==> src/rtl/regfile_wb_arbiter_if.sv <==
// Bus bundle between the WB/MDU/decode side and the register-file write-port arbiter.
interface regfile_wb_arbiter_if #(
  parameter int unsigned DEPTH = 4
);
  localparam int unsigned CNT_W = $clog2(DEPTH + 1);

  logic             wb_we;
  logic [4:0]       wb_reg;
  logic [31:0]      wb_data;
  logic             mdu_valid;
  logic             mdu_ready;
  logic [4:0]       mdu_reg;
  logic [31:0]      mdu_data;
  logic [4:0]       rd_reg1;
  logic [4:0]       rd_reg2;
  logic             pend_hit;
  logic             stall_req;
  logic             rf_we;
  logic [4:0]       rf_reg;
  logic [31:0]      rf_data;
  logic [CNT_W-1:0] pend_count;

  modport master (
    output wb_we, wb_reg, wb_data, mdu_valid, mdu_reg, mdu_data, rd_reg1, rd_reg2,
    input  mdu_ready, pend_hit, stall_req, rf_we, rf_reg, rf_data, pend_count
  );

  modport slave (
    input  wb_we, wb_reg, wb_data, mdu_valid, mdu_reg, mdu_data, rd_reg1, rd_reg2,
    output mdu_ready, pend_hit, stall_req, rf_we, rf_reg, rf_data, pend_count
  );
endinterface

==> src/rtl/regfile_wb_arbiter.sv <==
// Shares the register-file write port between WB (priority) and a FIFO of pending MDU results,
// with WAW squash of queued entries, pending-hazard lookup and a drain stall request.
module regfile_wb_arbiter #(
  parameter int unsigned DEPTH    = 4,
  parameter int unsigned MAX_WAIT = 3
) (
  input logic                 clk,
  input logic                 rst_n,
  regfile_wb_arbiter_if.slave bus
);
  localparam int unsigned PTR_W  = $clog2(DEPTH);
  localparam int unsigned CNT_W  = $clog2(DEPTH + 1);
  localparam int unsigned WAIT_W = (MAX_WAIT < 1) ? 1 : $clog2(MAX_WAIT + 1);

  logic [4:0]        r_reg  [DEPTH];
  logic [31:0]       r_data [DEPTH];
  logic              r_vld  [DEPTH];
  logic [PTR_W-1:0]  r_wr_ptr;
  logic [PTR_W-1:0]  r_rd_ptr;
  logic [CNT_W-1:0]  r_count;
  logic [WAIT_W-1:0] r_wait;

  logic w_wb_active;
  logic w_empty;
  logic w_full;
  logic w_head_vld;
  logic w_head_sq;
  logic w_pop;
  logic w_push;
  logic w_hit;

  assign w_wb_active = bus.wb_we && (bus.wb_reg != 5'd0);
  assign w_empty     = (r_count == '0);
  assign w_full      = (r_count == CNT_W'(DEPTH));
  assign w_head_vld  = !w_empty && r_vld[r_rd_ptr];
  assign w_head_sq   = !w_empty && !r_vld[r_rd_ptr];
  // A squashed head always retires immediately; a live head only gets the port when WB is idle.
  assign w_pop       = w_head_sq || (w_head_vld && !w_wb_active);
  assign w_push      = bus.mdu_valid && !w_full && (bus.mdu_reg != 5'd0);

  assign bus.mdu_ready  = !w_full;
  assign bus.pend_count = r_count;
  assign bus.pend_hit   = w_hit;
  assign bus.stall_req  = (r_wait == WAIT_W'(MAX_WAIT)) || (w_full && bus.mdu_valid);

  // Write-port select
  always_comb begin
    bus.rf_we   = 1'b0;
    bus.rf_reg  = 5'd0;
    bus.rf_data = 32'd0;
    if (w_wb_active) begin
      bus.rf_we   = 1'b1;
      bus.rf_reg  = bus.wb_reg;
      bus.rf_data = bus.wb_data;
    end else if (w_head_vld) begin
      bus.rf_we   = 1'b1;
      bus.rf_reg  = r_reg[r_rd_ptr];
      bus.rf_data = r_data[r_rd_ptr];
    end
  end

  // Pending hazard lookup against live queued entries only
  always_comb begin
    w_hit = 1'b0;
    for (int unsigned i = 0; i < DEPTH; i++) begin
      if (r_vld[i] &&
          (((r_reg[i] == bus.rd_reg1) && (bus.rd_reg1 != 5'd0)) ||
           ((r_reg[i] == bus.rd_reg2) && (bus.rd_reg2 != 5'd0))))
        w_hit = 1'b1;
    end
  end

  always_ff @(posedge clk or negedge rst_n) begin
    if (!rst_n) begin
      r_wr_ptr <= '0;
      r_rd_ptr <= '0;
      r_count  <= '0;
      r_wait   <= '0;
      for (int unsigned i = 0; i < DEPTH; i++) begin
        r_vld[i]  <= 1'b0;
        r_reg[i]  <= 5'd0;
        r_data[i] <= 32'd0;
      end
    end else begin
      // Later assignments win: the freshly pushed slot is never squashed by the same-cycle WB.
      for (int unsigned i = 0; i < DEPTH; i++) begin
        if (w_wb_active && (r_reg[i] == bus.wb_reg))
          r_vld[i] <= 1'b0;
        if (w_pop && (PTR_W'(i) == r_rd_ptr))
          r_vld[i] <= 1'b0;
        if (w_push && (PTR_W'(i) == r_wr_ptr)) begin
          r_vld[i]  <= 1'b1;
          r_reg[i]  <= bus.mdu_reg;
          r_data[i] <= bus.mdu_data;
        end
      end
      if (w_push)
        r_wr_ptr <= r_wr_ptr + PTR_W'(1);
      if (w_pop)
        r_rd_ptr <= r_rd_ptr + PTR_W'(1);
      r_count <= r_count + CNT_W'(w_push) - CNT_W'(w_pop);
      if (w_pop || w_empty)
        r_wait <= '0;
      else if (w_head_vld && w_wb_active && (r_wait != WAIT_W'(MAX_WAIT)))
        r_wait <= r_wait + WAIT_W'(1);
    end
  end
endmodule

==> src/flat_wrapper.sv <==
// flat-port wrapper written by rule: the top's interface ports become plain ports
module regfile_wb_arbiter_flat 
#(
  parameter int unsigned DEPTH    = 4,
  parameter int unsigned MAX_WAIT = 3
)
  (clk, rst_n, bus_wb_we, bus_wb_reg, bus_wb_data, bus_mdu_valid, bus_mdu_reg, bus_mdu_data, bus_rd_reg1, bus_rd_reg2, bus_mdu_ready, bus_pend_hit, bus_stall_req, bus_rf_we, bus_rf_reg, bus_rf_data, bus_pend_count);
  regfile_wb_arbiter_if #(.DEPTH(DEPTH)) bus_i ();
  input logic clk;
  input logic rst_n;
  input wire logic [$bits(bus_i.wb_we)-1:0] bus_wb_we;
  input wire logic [$bits(bus_i.wb_reg)-1:0] bus_wb_reg;
  input wire logic [$bits(bus_i.wb_data)-1:0] bus_wb_data;
  input wire logic [$bits(bus_i.mdu_valid)-1:0] bus_mdu_valid;
  input wire logic [$bits(bus_i.mdu_reg)-1:0] bus_mdu_reg;
  input wire logic [$bits(bus_i.mdu_data)-1:0] bus_mdu_data;
  input wire logic [$bits(bus_i.rd_reg1)-1:0] bus_rd_reg1;
  input wire logic [$bits(bus_i.rd_reg2)-1:0] bus_rd_reg2;
  output wire logic [$bits(bus_i.mdu_ready)-1:0] bus_mdu_ready;
  output wire logic [$bits(bus_i.pend_hit)-1:0] bus_pend_hit;
  output wire logic [$bits(bus_i.stall_req)-1:0] bus_stall_req;
  output wire logic [$bits(bus_i.rf_we)-1:0] bus_rf_we;
  output wire logic [$bits(bus_i.rf_reg)-1:0] bus_rf_reg;
  output wire logic [$bits(bus_i.rf_data)-1:0] bus_rf_data;
  output wire logic [$bits(bus_i.pend_count)-1:0] bus_pend_count;
  assign bus_i.wb_we = bus_wb_we;
  assign bus_i.wb_reg = bus_wb_reg;
  assign bus_i.wb_data = bus_wb_data;
  assign bus_i.mdu_valid = bus_mdu_valid;
  assign bus_i.mdu_reg = bus_mdu_reg;
  assign bus_i.mdu_data = bus_mdu_data;
  assign bus_i.rd_reg1 = bus_rd_reg1;
  assign bus_i.rd_reg2 = bus_rd_reg2;
  assign bus_mdu_ready = bus_i.mdu_ready;
  assign bus_pend_hit = bus_i.pend_hit;
  assign bus_stall_req = bus_i.stall_req;
  assign bus_rf_we = bus_i.rf_we;
  assign bus_rf_reg = bus_i.rf_reg;
  assign bus_rf_data = bus_i.rf_data;
  assign bus_pend_count = bus_i.pend_count;
  regfile_wb_arbiter #(.DEPTH(DEPTH), .MAX_WAIT(MAX_WAIT)) u_core (.clk(clk), .rst_n(rst_n), .bus(bus_i));
endmodule
==> config.mk <==
export PLATFORM = sky130hd
export DESIGN_NAME = regfile_wb_arbiter_flat
export DESIGN_NICKNAME = d
export VERILOG_FILES = /design/src/rtl/regfile_wb_arbiter_if.sv /design/src/rtl/regfile_wb_arbiter.sv /design/src/flat_wrapper.sv
export SDC_FILE = /design/constraint.sdc
export NUM_CORES = 1
export LEC_CHECK = 0
export CAP_MARGIN = 10
export CELL_PAD_IN_SITES_DETAIL_PLACEMENT = 1
export CELL_PAD_IN_SITES_GLOBAL_PLACEMENT = 2
export CORE_ASPECT_RATIO = 0.75
export CORE_UTILIZATION = 34
export CTS_BUF_LIST = sky130_fd_sc_hd__clkbuf_8 sky130_fd_sc_hd__clkbuf_16
export DETAILED_ROUTE_END_ITERATION = 12
export PLACE_DENSITY = 0.74
export RECOVER_POWER = 50
export SYNTH_ARGS = -nofsm -noshare
export SYNTH_HDL_FRONTEND = slang
export SYNTH_SLANG_ARGS = --single-unit
==> constraint.sdc <==
create_clock -name clk -period 2.49 [get_ports clk]
set_clock_uncertainty 0.05 [all_clocks]
set_input_delay 0.3735 -clock clk [delete_from_list [all_inputs] [get_ports clk]]
set_output_delay 0.3735 -clock clk [all_outputs]
set_load 0.01 [all_outputs]
==> results.md, run 1 <==
- Outcome: complete, but fails checks
- Violated checks: setup timing
- Final Power: 16,080 uW
- Worst-path fanout max: 4
- Psw: 5669 uW
- Count of TritonRoute iterations in the first routing pass: 4
- Fin. max-slew vios: 0
- Mapped Nets: 756
- Max FFs per register: 128
- Share of cells above drive strength 1: 46.98%
- Max-cap violations: 0
- Most used DFF post-synth: dfrtp_1
- CP startpoint: u_core.r_rd_ptr[0]
- ANT nets after route: 0
- Clock power frac: 17.1%
- Core ar.: 0.02540 mm^2
- Vias: 6,085
- Final setup margin: -0.03376 ns
- Global Route Usage Sum: 20.80%
- Internal: 10,410 uW
- Clk_lat worst skew: 0.43 ns
- CTS tree: done
- Synth Warn #: 0
- Reg clk slew, reported paths: 0.07 ns
- Residual DRC: 0
- Worst Max-Slew Pin Slew: 1.075 ns
- Site Rows: 50
- Mean Syn Cell Area: 13.61 um^2
- Reg-to-reg setup timing slack: -0.02 ns
- Routed WL per cell: 22.81 um
- PD cells: 1340 mW/mm^2
- Worst ir drop on vdd: 710.4 uV
- Most frequent cell after synthesis: dfrtp_1
- Period utilization: 101.4%
- Post-Route WL: 27.33 mm
- Worst endpoint data arrival time: 2.10 ns
- Crit end category: primary output
- Net Sw Frac: 35.26%
- DR iter-0 viols: 305
- First-pass GRT wire length: 41.97 mm
- Combinational share of power: 51.0%
- Fmax: 396.2 MHz
- Synth top area share: 45.11%
- Number of port buffers: 131
- Initial antenna violation count: 0
- Area grow syn2layout: 34.39%
- Sequential power share: 32.0%
- Io pins: 132
- CTS sink cnt: 161
- Mapped Area: 0.008931 mm^2
- LEAKAGE: 0.005419 uW
- Die area: 0.02693 mm^2
- Crit path launch type: register
- RD Place Congestion: 0.8549
- Crit path to: bus_rf_reg[4]
- Grt ovf: 0
- Post-synth EDFFs: 0
- Final Hold Viols: 0
- Hpwl dp: 18.05 mm
- Critical-path cell list: mux4_2 > nand2b_4 > buf_4 > nor2_2 > a22o_1 > buf_2
- Critical-path top delay cell: mux4_2
- Hold Crit Class: reg -> reg
- Synth area leaders: dfrtp_1, mux2_4, mux4_2
- CTS root buffer: clkbuf_16
- Setup violators final: 9
- ANT cells: 0
- Async set or reset register ratio after synthesis: 100.0%
- Crit path required time: 2.07 ns
- Vias per cell: 5.079
- Yosys cell types: 37
- Die Y-Extent: 142.4 um
- Inserted Clock Buffers: 17
- Final hold slack: 0.4515 ns
- Synth area leader: dfrtp_1
- RSZ-0062 raised after global routing: yes
- Nets: 948
- Starting density of the core: 35.16%
- Flops & latches, synth: 161
- Max clock buf depth: 2
- R2r worst-path depth: 10
- Reg2reg start: u_core.r_rd_ptr[0]
- Worst rel slew slack: 28.30%
- Critical register-to-register path endpoint: u_core.bus.pend_count[2]
- Cells after Synth: 656
- Synth top cells by count: dfrtp_1, nand2_1, mux2_4
- Vias in the first global route: 6,948
- Minimum clock period: 2.524 ns
- CP Class: reg -> out
- CP max stage delay: 0.55 ns
- Die W: 189.1 um
- Pin count of the biggest net entering global routing: 73
- Sequential share of the synthesized area: 45.11%
- CTS H-tree lvls: 4
worst max-delay path, delay by kind of cell (launching register included):
family / cells / cell delay (ns)
compound gates: 1 / 0.20
buf+inv: 2 / 0.29
flops: 1 / 0.43
mux: 1 / 0.55
simple gates: 2 / 0.20
cell type report:
cell class,instances,area (um^2)
flip-flops and latches,161,4038
clock buffers,17,425.4
well taps,338,422.9
multi-input cells,435,4617
clock inverters,14,183.9
fillers,2605,13400
repair buffers,225,2283
inverters,8,32.53
repair_timing:
action,CTS,global route
hold buffers,1,0
cloned,5,3
resized for setup,206,54
pin swaps,10,40
endpoints found under the setup margin,41,32
endpoints found under the hold margin,35,0
setup buffers,15,8
cells in the final DEF (no fill, tap or decap), drive strengths merged, types with 2 or more instances in the layout:
cell | synthesis | layout
a22o | 2 | 2
or4 | 3 | 3
nor4 | 8 | 8
buf | 33 | 131
mux2 | 148 | 148
clkinv | 0 | 4
nand3 | 12 | 12
a21o | 4 | 4
clkinvlp | 0 | 4
o41ai | 4 | 4
mux4 | 38 | 38
dlymetal6s2s | 0 | 7
nor3 | 3 | 3
xnor2 | 40 | 40
xor2 | 25 | 25
nand2 | 82 | 82
o21ai | 42 | 42
dfrtp | 161 | 161
clkbuf | 19 | 22
bufinv | 0 | 3
dlygate4sd3 | 0 | 2
inv | 8 | 11
clkdlybuf4s50 | 0 | 79
ha | 11 | 11
nor2 | 4 | 4
cell families (layout without fill, tap and decap cells):
kind of cell	Yosys count	after routing	share of synthesized area, %
flops	161	161	45.11
fa+ha+maj	12	12	1.765
compound gates	56	56	3.881
simple gates	115	115	5.856
buf+inv	60	264	5.464
mux	187	187	31.55
xor+xnor	65	65	6.374
per-stage QoR:
stage | setup slack (ns) | std cells | TNS [ns] | util [%] | instance area [um^2]
after global placement | -0.6714 | 1136 | -34.12 | 43.11 | 10950
after floorplan | -0.3180 | 656 | -0.5529 | - | 8947
final | -0.03376 | 1198 | -0.1129 | 47.26 | 12000
after CTS | -0.06812 | 1188 | -0.3577 | 46.31 | 11760
after global routing | -0.08974 | 1198 | -1.224 | 47.26 | 12000
after detailed placement | -0.7084 | 1136 | -34.67 | 43.11 | 10950
power groups by stage:
stage | logic (uW) | registers, uW | clock network, uW
6_report | 8200 | 5140 | 2740
5_1_grt | 8790 | 5290 | 2900
4_1_cts | 7530 | 5100 | 2780
3_5_place_dp | 7430 | 5120 | 0
3_3_place_gp | 7180 | 4950 | 0
2_1_floorplan | 5150 | 4670 | 0
worst min path at each step:
| stage | slack [ns] | end | start | cells past startpoint |
|---|---|---|---|---|
| final | 0.45 | u_core.r_data[45] | u_core.r_data[45] | 1 |
| after global routing | 0.47 | u_core.r_data[74] | u_core.r_data[74] | 1 |
| after CTS | 0.38 | u_core.r_data[12] | rst_n | 2 |
| after detailed placement | 0.27 | u_core.r_data[12] | rst_n | 1 |
| after global placement | 0.26 | u_core.r_data[12] | rst_n | 1 |
| after floorplan | 0.03 | u_core.bus.pend_count[0] | rst_n | 0 |
metal layers:
layer  share of wire, %  up-vias  track usage, %  routed length [um]
met1                 46     3209           28.62               12580
met4                1.4        0           5.263                 389
met3                5.0       27           4.167                1369
met5                  0        -               0                   0
met2                 48      146           33.55               12990
li1                   -     2703               -                   -
(Power assumes the default switching activity.)
==> run 2: changes to the inputs <==
- HOLD_SLACK_MARGIN: not set -> 0.08
==> results of run 2 <==
Final layout, timing and power as in run 1 (identical DEF).
